`config.mk`:
```
export PLATFORM = sky130hd
export DESIGN_NAME = dmem_arbiter
export DESIGN_NICKNAME = d
export VERILOG_FILES = /design/src/rtl/dmem_arb_pkg.sv /design/src/rtl/dmem_arb_starve.sv /design/src/rtl/dmem_arbiter.sv
export SDC_FILE = /design/constraint.sdc
export NUM_CORES = 1
export LEC_CHECK = 0
export ABC_CLOCK_PERIOD_IN_PS = 1800
export CORE_AREA = 5 5 64 66
export DETAILED_ROUTE_END_ITERATION = 16
export DIE_AREA = 0 0 69 71
export PLACE_DENSITY = 0.83
export SYNTH_ARGS = -nofsm -noshare
export SYNTH_HDL_FRONTEND = slang
export SYNTH_SLANG_ARGS = --single-unit
```
`constraint.sdc`:
```
create_clock -name clk -period 1.8 [get_ports clk]
set_input_delay 0.18 -clock clk [delete_from_list [all_inputs] [get_ports clk]]
set_output_delay 0.18 -clock clk [all_outputs]
set_load 0.05 [all_outputs]
```
`src/rtl/dmem_arb_pkg.sv`:
```
// Shared types and constants for the data-memory arbiter.
// Optional perf counters are enabled by defining DMEM_ARB_PERF_EN.
package dmem_arb_pkg;

    typedef enum logic [1:0] {
        PORT_NONE,
        PORT_C,
        PORT_D
    } port_id_e;

    typedef enum logic {
        C_PRI,
        D_FORCE
    } arb_state_e;

    localparam int   WAIT_W         = 4;
    localparam logic MEM_WREN_WRITE = 1'b0;
    localparam logic MEM_WREN_IDLE  = 1'b1;

    function automatic logic [15:0] sat_inc(input logic [15:0] v, input logic en);
        return (en && v != 16'hFFFF) ? v + 16'd1 : v;
    endfunction

endpackage

```
`src/rtl/dmem_arb_starve.sv`:
```
// Starvation guard for port D: counts consecutive denied D cycles and
// raises force_win for exactly the cycle in which D must be served.
module dmem_arb_starve
    import dmem_arb_pkg::*;
#(
    parameter int MAX_WAIT = 4
) (
    input  logic clk,
    input  logic rst,
    input  logic d_req,
    input  logic d_gnt,
    output logic force_win
);

    localparam logic [WAIT_W-1:0] LAST = WAIT_W'(MAX_WAIT - 1);

    logic [WAIT_W-1:0] wait_cnt;
    arb_state_e        state;

    // state mirrors (wait_cnt == MAX_WAIT) so force_win comes from a flop
    always_ff @(posedge clk) begin
        if (rst) begin
            wait_cnt <= '0;
            state    <= C_PRI;
        end else if (d_req && !d_gnt) begin
            if (state != D_FORCE) begin
                wait_cnt <= wait_cnt + 1'b1;
            end
            state <= (wait_cnt >= LAST) ? D_FORCE : C_PRI;
        end else begin
            wait_cnt <= '0;
            state    <= C_PRI;
        end
    end

    assign force_win = (state == D_FORCE);

endmodule

```
`src/rtl/dmem_arbiter.sv`:
```
// Single-port data memory arbiter: pipeline port C has priority, debug port D
// is guarded against starvation. DMEM_ARB_PERF_EN adds grant/stall counters.
module dmem_arbiter
    import dmem_arb_pkg::*;
#(
    parameter int AW       = 8,
    parameter int DW       = 8,
    parameter int MAX_WAIT = 4
) (
    input  logic          clk,
    input  logic          rst,
    input  logic          c_req,
    input  logic          c_we,
    input  logic [AW-1:0] c_addr,
    input  logic [DW-1:0] c_wdata,
    output logic          c_gnt,
    output logic          c_rvalid,
    output logic [DW-1:0] c_rdata,
    input  logic          d_req,
    input  logic          d_we,
    input  logic [AW-1:0] d_addr,
    input  logic [DW-1:0] d_wdata,
    output logic          d_gnt,
    output logic          d_rvalid,
    output logic [DW-1:0] d_rdata,
    output logic [AW-1:0] mem_addr,
    output logic          mem_wren,
    output logic [DW-1:0] mem_wdata,
`ifdef DMEM_ARB_PERF_EN
    output logic [15:0]   c_cnt,
    output logic [15:0]   d_cnt,
    output logic [15:0]   stall_cnt,
`endif
    input  logic [DW-1:0] mem_rdata
);

    logic     force_win;
    port_id_e sel;

    dmem_arb_starve #(
        .MAX_WAIT(MAX_WAIT)
    ) u_starve (
        .clk      (clk),
        .rst      (rst),
        .d_req    (d_req),
        .d_gnt    (d_gnt),
        .force_win(force_win)
    );

    assign d_gnt = ~rst & d_req & (force_win | ~c_req);
    assign c_gnt = ~rst & c_req & ~d_gnt;

    always_comb begin
        sel = PORT_NONE;
        if (d_gnt) begin
            sel = PORT_D;
        end else if (c_gnt) begin
            sel = PORT_C;
        end
    end

    always_comb begin
        mem_addr  = '0;
        mem_wdata = '0;
        mem_wren  = MEM_WREN_IDLE;
        unique case (sel)
            PORT_C: begin
                mem_addr  = c_addr;
                mem_wdata = c_wdata;
                mem_wren  = c_we ? MEM_WREN_WRITE : MEM_WREN_IDLE;
            end
            PORT_D: begin
                mem_addr  = d_addr;
                mem_wdata = d_wdata;
                mem_wren  = d_we ? MEM_WREN_WRITE : MEM_WREN_IDLE;
            end
            default: ;
        endcase
    end

    always_ff @(posedge clk) begin
        if (rst) begin
            c_rvalid <= 1'b0;
            d_rvalid <= 1'b0;
            c_rdata  <= '0;
            d_rdata  <= '0;
        end else begin
            c_rvalid <= c_gnt & ~c_we;
            d_rvalid <= d_gnt & ~d_we;
            if (c_gnt && !c_we) begin
                c_rdata <= mem_rdata;
            end
            if (d_gnt && !d_we) begin
                d_rdata <= mem_rdata;
            end
        end
    end

`ifdef DMEM_ARB_PERF_EN
    logic stall;

    assign stall = (c_req & ~c_gnt) | (d_req & ~d_gnt);

    always_ff @(posedge clk) begin
        if (rst) begin
            c_cnt     <= '0;
            d_cnt     <= '0;
            stall_cnt <= '0;
        end else begin
            c_cnt     <= sat_inc(c_cnt, c_gnt);
            d_cnt     <= sat_inc(d_cnt, d_gnt);
            stall_cnt <= sat_inc(stall_cnt, stall);
        end
    end
`endif

endmodule
```
==> reports/qor.log, run 1 <==
qor: outcome.run_status finished, violations left
qor: outcome.violated_checks setup timing
qor: timing.finalCritPeriodShare 108%
qor: setup_path.critPathCaptureType output pin
qor: finish.insertedDiodeCount 0
qor: yosys.synthTopCellsByArea sky130_fd_sc_hd__dfxtp_1, sky130_fd_sc_hd__mux2_2, sky130_fd_sc_hd__a22o_1
qor: timing.finalSetupViolations 19
qor: detailed_routing.dr.max_layer_used met4
qor: setup_path.crit_cells 6
qor: yosys.asyncSetResetFlopFracSynth 0%
qor: pwr.power_leakage 1.04 nW
qor: place.detailedPlacementHpwl 3530 um
qor: clock_tree.cts_tree yes
qor: clock_tree.level_count_of_the_clock_h_tree 1
qor: yosys.ys_seq_elements 23
qor: finish.mostFrequentLayoutCell sky130_fd_sc_hd__clkdlybuf4s50_1
qor: detailed_routing.drt_pre_antenna_iters 4
qor: detailed_routing.route.detailed.drc 0
qor: floorplanning.rows 22
qor: yosys.syn-num-nets 144
qor: place.gp_congestion 0.939
qor: floorplanning.num_io_pins 83
qor: pwr.irDropWorstVdd 0.000364 V
qor: setup_path.path_cells buf_6, buf_6, a211oi_4, buf_4, a22o_2, buf_12
qor: finish.finish.cell_count_without_fillers 245
qor: clock_tree.clock_path_buffers 2
qor: yosys.number_of_synthesized_flops_with_an_enable_pin 0
qor: timing.finalWorstPathRequiredPeriod 1.94 ns
qor: detailed_routing.total_length_of_routed_met2_wires 2790 um
qor: global_routing.pin_count_of_the_biggest_net_entering_global_routing 14
qor: timing.timing.final.hold_violations 0
qor: global_routing.grt_pass1_vias 1,325
qor: setup_path.setup.worst_path.start_class flip-flop
qor: min_path.hold_path_class flip-flop to flip-flop
qor: finish.syn2layout_area_growth 131%
qor: clock_tree.cts_root_buffer sky130_fd_sc_hd__clkbuf_4
qor: timing.rsz0062_at_grt true
qor: finish.most-common-layout-cells sky130_fd_sc_hd__clkdlybuf4s50_1, sky130_fd_sc_hd__dfxtp_1, sky130_fd_sc_hd__buf_12
qor: finish.final-seq-area 464 um^2
qor: timing.fin_skew 0.00246 ns
qor: detailed_routing.via_count 1,216
qor: detailed_routing.detail_route.iter0.violations 36
qor: detailed_routing.route.detailed.vias_per_inst 4.96
qor: setup_path.timing.rr.end c_rdata[2]$_SDFFE_PP0P_
qor: global_routing.grt_antenna_before_repair 0
qor: setup_path.path_max_fanout 4
qor: floorplanning.die_height 71 um
qor: clock_tree.worst_skew_pair_latency 0.30 ns
qor: yosys.mean_syn_cell_area 11.1 um^2
qor: global_routing.total_congestion_overflow_after_global_routing 0
qor: detailed_routing.wirelength_met1 2230 um
qor: finish.multi_input_area 727 um^2
qor: floorplanning.die_w 69 um
qor: place.placement.cell_area 2220 um^2
qor: setup_path.cp_num_buf_inv 4
qor: timing.finalMaxSlewViolations 0
qor: global_routing.global_route.usage.total 21.2%
qor: setup_path.regToRegSetupSlack 0.16 ns
qor: setup_path.r2r.worst_path.cells 5
qor: setup_path.critical_path.endpoint mem_wdata[7]
qor: finish.fillCellCount 260
qor: place.place_inst 232
qor: clock_tree.clk_pin_slew 0.12 ns
qor: floorplanning.initial_core_util 30.6%
qor: clock_tree.numCtsBuffers 3
qor: yosys.dominant_register_cell_in_the_synthesized_netlist sky130_fd_sc_hd__dfxtp_1
qor: setup_path.critical_path_arrival 1.76 ns
qor: finish.final_cell_area 2490 um^2
qor: yosys.yosysWarningCount 0
qor: detailed_routing.avgRoutedWirePerCell 22.6 um
qor: yosys.synthesis.area 1080 um^2
qor: place.buffer_ports.inserted 82
qor: yosys.yosysUniqueCellTypes 23
qor: setup_path.crit_path_most_repeated_cell sky130_fd_sc_hd__buf_6
qor: clock_tree.cts.sink_count 23
qor: timing.timing.final.ws_setup -0.143 ns
qor: detailed_routing.wl_met3 406 um
qor: yosys.postSynthCellCount 97
qor: timing.achievable-frequency 515 MHz
qor: pwr.design_power_total 0.00135 W
qor: yosys.sequential_to_total_area_share_from_yosys_stat 42.7%
qor: setup_path.critPathSlowestCell sky130_fd_sc_hd__dfxtp_4
qor: timing.tightestPinTransition 0.557 ns
qor: yosys.synth_top_cell_by_area sky130_fd_sc_hd__dfxtp_1
qor: global_routing.grt_pass1_wl 8200 um
qor: finish.post_route_cells_drive_above_1_share 40.6%
qor: setup_path.worst_ep_required_time 1.62 ns
qor: setup_path.launch_point_of_the_critical_path u_starve.force_win$_SDFF_PP0_
qor: pwr.power_density 544 nW/um^2
qor: floorplanning.coreArea 3520 um^2
qor: job.max_cap_violation_count 0
qor: floorplanning.dieArea 4900 um^2
qor: yosys.post-synth-top-area-fraction 42.7%
qor: finish.nNetsFinal 245
qor: timing.slew-limit-headroom 62.7%
qor: setup_path.cpPeakStageDelay 0.37 ns
qor: detailed_routing.antenna_left 0
qor: setup_path.reg2reg_from u_starve.force_win$_SDFF_PP0_
qor: clock_tree.ctsHoldBuffers 0
qor: setup_path.crit_path_category flip-flop to output pin
qor: detailed_routing.detail_route.wirelength 5530 um
qor: setup_path.cpLargestDelayFamily buffers and inverters
layout make-up:
type / instances / share of cell area, %
clock buffers: 3 / 0.906
clock inverters: 1 / 0.201
inverters: 1 / 0.151
multi-input cells: 69 / 29.2
flip-flops and latches: 23 / 18.7
well taps: 48 / 2.42
repair buffers: 100 / 48.4
synthesized netlist by cell type (all sizes together), types with 2 or more instances:
master   n
a22o    16
nor2b   17
nor2     6
dfxtp   23
buf      3
and2b    2
mux2    16
nor3     2
registers in the layout, indices dropped and copies added, names as in the netlist:
name	cells
d_rvalid	1
c_rdata	8
u_starve.wait_cnt	4
u_starve.force_win	1
c_rvalid	1
d_rdata	8
timing repair:
| action | 4_1_cts | 5_1_grt |
|---|---|---|
| pin swaps | 3 | 9 |
| endpoints found under the setup margin | 18 | 19 |
| cloned | 2 | 1 |
| setup buffers | 6 | 0 |
| resized for setup | 22 | 10 |
worst min-delay path by stage:
stage | cells past startpoint | endpoint | from
after floorplan | 1 | c_rvalid$_SDFF_PP0_ | rst
after global placement | 1 | u_starve.wait_cnt[0]$_SDFFE_PP0N_ | u_starve.wait_cnt[0]$_SDFFE_PP0N_
after detailed placement | 1 | u_starve.wait_cnt[0]$_SDFFE_PP0N_ | u_starve.wait_cnt[0]$_SDFFE_PP0N_
after CTS | 2 | d_rdata[6]$_SDFFE_PP0P_ | mem_rdata[6]
after global routing | 2 | c_rdata[4]$_SDFFE_PP0P_ | mem_rdata[4]
final | 1 | u_starve.wait_cnt[0]$_SDFFE_PP0N_ | u_starve.wait_cnt[0]$_SDFFE_PP0N_
logic make-up after synthesis:
family | count (synthesis) | synth area share, %
AO/OA/AOI/OAI | 18 | 16.7
XOR/XNOR | 2 | 1.63
adder cells (fa/ha/maj) | 1 | 1.16
buffers and inverters | 5 | 2.09
flip-flops | 23 | 42.7
multiplexers | 16 | 16.7
AND/OR/NAND/NOR | 32 | 18.9
layer usage:
layer	vias to the layer above	GRT usage (%)
met5	-	0
li1	551	-
met1	576	25.2
met2	81	37.8
met3	8	6.39
met4	0	4.12
worst reg2reg max path: cells and delay by family (launching register included):
kind / cells / cell delay (ns)
AOI/OAI and AO/OA: 1 / 0.31
DFF: 1 / 0.37
buffers and inverters: 3 / 0.50
muxes: 1 / 0.36
where the power goes:
group / switching, W / internal, W / total [W]
clock: 0.000142 / 0.0000828 / 0.000225
sequential: 0.00000998 / 0.000527 / 0.000537
combinational: 0.000288 / 0.000301 / 0.000589
metrics by stage:
stage | utilization [%] | setup slack [ns] | setup TNS, ns | hold WS, ns
floorplan | - | 0.0927 | 0 | 0.281
global placement | 63.0 | -0.140 | -1.64 | 0.428
detailed placement | 63.0 | -0.163 | -2.81 | 0.480
CTS | 68.8 | -0.0907 | -1.06 | 0.497
global route | 70.6 | -0.169 | -2.30 | 0.510
finish | 70.6 | -0.143 | -1.51 | 0.494
(Power assumes the default switching activity.)
==> run 2: changes to the inputs <==
--- a/config.mk
+++ b/config.mk
@@ -10,6 +10,7 @@
 export DETAILED_ROUTE_END_ITERATION = 16
 export DIE_AREA = 0 0 69 71
 export PLACE_DENSITY = 0.83
+export SKIP_CTS_REPAIR_TIMING = 1
 export SYNTH_ARGS = -nofsm -noshare
 export SYNTH_HDL_FRONTEND = slang
 export SYNTH_SLANG_ARGS = --single-unit
==> reports/qor.log, run 2 (same netlist as run 1, synthesis figures left out) <==
qor: global_routing.pin_count_of_the_biggest_net_entering_global_routing 18
qor: setup_path.path_cells buf_4, a211oi_4, buf_6, a22o_1, buf_12
qor: timing.achievable-frequency 534 MHz
qor: timing.fin_worst_hold_slack 0.433 ns
qor: setup_path.critPathSlowestCell sky130_fd_sc_hd__dfxtp_4
qor: timing.finalCritPeriodShare 104%
qor: place.gp_congestion 0.939
qor: pwr.power.share.sequential 39.7%
qor: clock_tree.level_count_of_the_clock_h_tree 1
qor: setup_path.critical_path.endpoint mem_wdata[2]
qor: timing.timing.final.hold_violations 0
qor: clock_tree.cts.sink_count 23
qor: pwr.power_density 545 nW/um^2
qor: setup_path.reg2reg_from u_starve.force_win$_SDFF_PP0_
qor: setup_path.launch_point_of_the_critical_path u_starve.force_win$_SDFF_PP0_
qor: finish.nNetsFinal 243
qor: clock_tree.worst_skew_pair_latency 0.30 ns
qor: outcome.run_status finished, violations left
qor: finish.biggestRegsByFlops c_rdata (8), d_rdata (8), u_starve.wait_cnt (4)
qor: timing.finalSetupViolations 10
qor: pwr.design_power_total 0.00135 W
qor: detailed_routing.avgRoutedWirePerCell 21.1 um
qor: floorplanning.rows 22
qor: floorplanning.dieArea 4900 um^2
qor: pwr.power.internal 0.000912 W
qor: setup_path.critPathCaptureType output pin
qor: setup_path.crit_path_category flip-flop to output pin
qor: floorplanning.initial_core_util 30.6%
qor: global_routing.grt_pass1_wl 6800 um
qor: detailed_routing.route.detailed.drc 0
qor: finish.post_route_cells_drive_above_1_share 39.0%
qor: finish.most-common-layout-cells sky130_fd_sc_hd__clkdlybuf4s50_1, sky130_fd_sc_hd__dfxtp_1, sky130_fd_sc_hd__buf_12
qor: detailed_routing.antenna_left 0
qor: setup_path.cpPeakStageDelay 0.37 ns
qor: setup_path.worst_ep_required_time 1.62 ns
qor: floorplanning.coreArea 3520 um^2
qor: floorplanning.die_w 69 um
qor: global_routing.total_congestion_overflow_after_global_routing 0
qor: min_path.hold_path_class primary input to flip-flop
qor: job.max_cap_violation_count 0
qor: pwr.power.switching_fraction 32.4%
qor: finish.syn2layout_area_growth 130%
qor: setup_path.path_max_fanout 5
qor: pwr.power_leakage 1.04 nW
qor: global_routing.grt_antenna_before_repair 0
qor: setup_path.timing.rr.end d_rdata[2]$_SDFFE_PP0P_
qor: place.buffer_ports.inserted 82
qor: timing.rsz0062_at_grt true
qor: global_routing.global_route.usage.total 17.2%
qor: pwr.power.clock.fraction 16.9%
qor: pwr.combinational_share_of_power 43.3%
qor: place.detailedPlacementHpwl 3530 um
qor: timing.finalWorstPathRequiredPeriod 1.87 ns
qor: clock_tree.cts_root_buffer sky130_fd_sc_hd__clkbuf_4
qor: detailed_routing.detail_route.iter0.violations 97
qor: finish.mostFrequentLayoutCell sky130_fd_sc_hd__clkdlybuf4s50_1
qor: outcome.violated_checks setup timing
qor: setup_path.regToRegSetupSlack 0.23 ns
qor: clock_tree.clk_pin_slew 0.12 ns
qor: clock_tree.clock_path_buffers 2
qor: pwr.irDropWorstVdd 0.000398 V
qor: timing.finalMaxSlewViolations 0
qor: detailed_routing.detail_route.wirelength 5120 um
qor: timing.slew-limit-headroom 63.4%
qor: setup_path.r2r.worst_path.cells 5
qor: clock_tree.numCtsBuffers 3
qor: pwr.switchingPower 0.000438 W
qor: clock_tree.cts_tree yes
qor: setup_path.setup.worst_path.start_class flip-flop
qor: floorplanning.num_io_pins 83
qor: setup_path.critical_path_arrival 1.69 ns
qor: timing.tightestPinTransition 0.548 ns
qor: finish.insertedDiodeCount 0
qor: timing.timing.final.ws_setup -0.0740 ns
qor: timing.fin_skew 0.00228 ns
qor: detailed_routing.drt_pre_antenna_iters 4
qor: detailed_routing.via_count 1,214
qor: floorplanning.die_height 71 um
qor: detailed_routing.route.detailed.vias_per_inst 5.00
qor: global_routing.grt_pass1_vias 1,195
run 2: how the worst min path moves through the flow:
| stage | from | end | slack, ns | cells after the start |
|---|---|---|---|---|
| 2_1_floorplan | rst | c_rvalid$_SDFF_PP0_ | 0.28 | 1 |
| 3_3_place_gp | u_starve.wait_cnt[0]$_SDFFE_PP0N_ | u_starve.wait_cnt[0]$_SDFFE_PP0N_ | 0.43 | 1 |
| 3_5_place_dp | u_starve.wait_cnt[0]$_SDFFE_PP0N_ | u_starve.wait_cnt[0]$_SDFFE_PP0N_ | 0.48 | 1 |
| 4_1_cts | mem_rdata[6] | d_rdata[6]$_SDFFE_PP0P_ | 0.50 | 2 |
| 5_1_grt | rst | c_rvalid$_SDFF_PP0_ | 0.44 | 4 |
| 6_report | rst | c_rvalid$_SDFF_PP0_ | 0.43 | 4 |
run 2: cell type report:
class / instances / area, um^2
well taps: 48 / 60.1
inverters: 1 / 3.75
fillers: 269 / 1050
repair buffers: 98 / 1190
clock inverters: 1 / 5.00
flip-flops and latches: 23 / 464
multi-input cells: 69 / 732
clock buffers: 3 / 22.5
run 2: power groups by stage:
stage / clock network [W] / registers, W / logic [W]
final: 0.000228 / 0.000536 / 0.000585
after global routing: 0.000262 / 0.000540 / 0.000606
after CTS: 0.000242 / 0.000538 / 0.000526
after detailed placement: 0 / 0.000549 / 0.000524
after global placement: 0 / 0.000547 / 0.000515
after floorplan: 0 / 0.000611 / 0.000173
run 2: metal layers:
layer | share of wire, % | global-route usage [%] | up-vias
met5 | 0 | 0 | -
met4 | 0.57 | 2.17 | 0
met3 | 9.3 | 5.68 | 2
met2 | 49 | 32.0 | 73
met1 | 41 | 19.7 | 594
li1 | - | - | 545
run 2: worst max-delay path: cells and delay by family (launching register included):
| kind | cells | cell delay [ns] |
|---|---|---|
| AOI/OAI and AO/OA | 2 | 0.53 |
| buffers and inverters | 3 | 0.48 |
| DFF | 1 | 0.37 |
run 2: metrics by stage:
step	TNS [ns]	setup WS, ns	util [%]	instance area [um^2]	instances
detailed placement	-2.81	-0.163	63.0	2220	232
global placement	-1.64	-0.140	63.0	2220	232
finish	-0.306	-0.0740	70.3	2480	243
floorplan	0	0.0927	-	1090	97
CTS	-4.03	-0.277	63.8	2250	236
global route	-1.37	-0.147	70.3	2480	243
==> run 3: changes to the inputs <==
--- a/config.mk
+++ b/config.mk
@@ -6,9 +6,9 @@
 export NUM_CORES = 1
 export LEC_CHECK = 0
 export ABC_CLOCK_PERIOD_IN_PS = 1800
-export CORE_AREA = 5 5 64 66
+export CORE_AREA = 2 2 61 63
 export DETAILED_ROUTE_END_ITERATION = 16
-export DIE_AREA = 0 0 69 71
+export DIE_AREA = 0 0 63 65
 export PLACE_DENSITY = 0.83
 export SKIP_CTS_REPAIR_TIMING = 1
 export SYNTH_ARGS = -nofsm -noshare
==> reports/qor.log, run 3 (same netlist as run 1, synthesis figures left out) <==
qor: setup_path.reg2reg_from u_starve.force_win$_SDFF_PP0_
qor: setup_path.worst_ep_required_time 1.62 ns
qor: timing.finalSetupViolations 15
qor: global_routing.grt_pass1_wl 6030 um
qor: global_routing.grt_antenna_before_repair 0
qor: place.gp_congestion 0.807
qor: clock_tree.level_count_of_the_clock_h_tree 1
qor: timing.rsz0062_at_grt true
qor: job.max_cap_violation_count 0
qor: finish.post_route_cells_drive_above_1_share 39.2%
qor: setup_path.crit_path_category primary input to output pin
qor: floorplanning.initial_core_util 30.8%
qor: floorplanning.coreArea 3500 um^2
qor: outcome.run_status finished, violations left
qor: setup_path.critical_path_arrival 1.66 ns
qor: finish.biggestRegsByFlops c_rdata (8), d_rdata (8), u_starve.wait_cnt (4)
qor: finish.fillCellCount 239
qor: outcome.violated_checks setup timing
qor: detailed_routing.detail_route.iter0.violations 42
qor: global_routing.pin_count_of_the_biggest_net_entering_global_routing 18
qor: detailed_routing.detail_route.wirelength 4380 um
qor: min_path.hold_path_class primary input to flip-flop
qor: place.buffer_ports.inserted 82
qor: pwr.design_power_total 0.00131 W
qor: floorplanning.die_w 63 um
qor: pwr.power_leakage 0.993 nW
qor: timing.fin_skew 0.0111 ns
qor: timing.finalCritPeriodShare 102%
qor: finish.finish.cell_count_without_fillers 242
qor: finish.nNetsFinal 242
qor: finish.syn2layout_area_growth 121%
qor: timing.finalWorstPathRequiredPeriod 1.84 ns
qor: finish.postLayoutCoreUtil 68.1%
qor: pwr.power_density 552 nW/um^2
qor: clock_tree.worst_skew_pair_latency 0.30 ns
qor: timing.tightestPinTransition 0.520 ns
qor: place.place_inst 233
qor: min_path.min_from d_req
qor: detailed_routing.antenna_left 0
qor: finish.insertedDiodeCount 0
qor: finish.final-seq-area 464 um^2
qor: timing.timing.final.ws_setup -0.0443 ns
qor: setup_path.critPathCaptureType output pin
qor: finish.mostFrequentLayoutCell sky130_fd_sc_hd__clkdlybuf4s50_1
qor: finish.multi_input_area 661 um^2
qor: timing.achievable-frequency 542 MHz
qor: floorplanning.dieArea 4100 um^2
qor: setup_path.launch_point_of_the_critical_path c_req
qor: clock_tree.numCtsBuffers 3
qor: clock_tree.clock_path_buffers 2
qor: floorplanning.die_height 65 um
qor: clock_tree.cts_tree yes
qor: global_routing.total_congestion_overflow_after_global_routing 0
qor: global_routing.grt_pass1_vias 1,225
qor: timing.tns -0.273 ns
qor: detailed_routing.route.detailed.vias_per_inst 4.70
qor: detailed_routing.via_count 1,138
qor: floorplanning.rows 22
qor: clock_tree.cts.sink_count 23
qor: timing.timing.final.hold_violations 0
qor: detailed_routing.avgRoutedWirePerCell 18.1 um
qor: clock_tree.clk_pin_slew 0.12 ns
qor: global_routing.global_route.usage.total 19.2%
qor: clock_tree.cts_root_buffer sky130_fd_sc_hd__clkbuf_4
qor: detailed_routing.drt_pre_antenna_iters 4
qor: setup_path.path_max_fanout 17
qor: place.detailedPlacementHpwl 3200 um
qor: detailed_routing.route.detailed.drc 0
qor: floorplanning.num_io_pins 83
qor: setup_path.setup.worst_path.start_class primary input
qor: pwr.irDropWorstVdd 0.000376 V
qor: finish.most-common-layout-cells sky130_fd_sc_hd__clkdlybuf4s50_1, sky130_fd_sc_hd__dfxtp_1, sky130_fd_sc_hd__buf_12
qor: timing.slew-limit-headroom 65.2%
qor: timing.finalMaxSlewViolations 0
run 3: cell types whose count changed in the layout (fill, tap and decap cells not counted):
| cell | delta |
|---|---|
| sky130_fd_sc_hd__a211oi_2 | +1 |
| sky130_fd_sc_hd__a211oi_4 | -1 |
| sky130_fd_sc_hd__a22o_2 | +9 |
| sky130_fd_sc_hd__a22o_4 | -9 |
| sky130_fd_sc_hd__buf_4 | +3 |
| sky130_fd_sc_hd__buf_6 | -4 |
| sky130_fd_sc_hd__or2b_1 | -1 |
| sky130_fd_sc_hd__or2b_4 | +1 |
run 3: final timing paths:
kind,endpoint,slack (ns),cells past startpoint
worst min register to register,u_starve.wait_cnt[0]$_SDFFE_PP0N_,0.47,1
worst min-delay path,c_rvalid$_SDFF_PP0_,0.45,3
worst max-delay path,mem_addr[3],-0.04,6
worst max register to register,d_rdata[3]$_SDFFE_PP0P_,0.22,5
run 3: layout make-up:
class,instances,area share [%]
timing repair buffer,97,48.9
sequential,23,19.5
multi-input combinational,69,27.7
clock buffer,3,0.945
tap,48,2.52
clock inverter,1,0.210
inverter,1,0.158
run 3: stage by stage:
step | hold slack, ns | cell area (um^2) | setup slack (ns)
finish | 0.454 | 2380 | -0.0443
global route | 0.439 | 2380 | -0.122
floorplan | 0.281 | 1090 | 0.0927
global placement | 0.428 | 2230 | -0.137
detailed placement | 0.441 | 2230 | -0.160
CTS | 0.465 | 2260 | -0.251
run 3: power breakdown:
group / total, W / switching [W] / internal, W
combinational: 0.000554 / 0.000267 / 0.000287
clock: 0.000224 / 0.000142 / 0.0000827
sequential: 0.000536 / 0.00000879 / 0.000527
run 3: layer usage:
metal | global-route usage, % | up-vias | routed length, um
met3 | 4.51 | 2 | 321
met4 | 5.83 | 0 | 27
met1 | 20.9 | 528 | 1800
li1 | - | 543 | -
met5 | 0 | - | 0
met2 | 36.4 | 65 | 2240
run 3: critical path: stages:
cell                              delay (ns)
sky130_fd_sc_hd__clkdlybuf4s50_1        0.49
sky130_fd_sc_hd__inv_1                  0.10
sky130_fd_sc_hd__a211oi_2               0.28
sky130_fd_sc_hd__buf_6                  0.25
sky130_fd_sc_hd__a22o_1                 0.21
sky130_fd_sc_hd__buf_12                 0.15
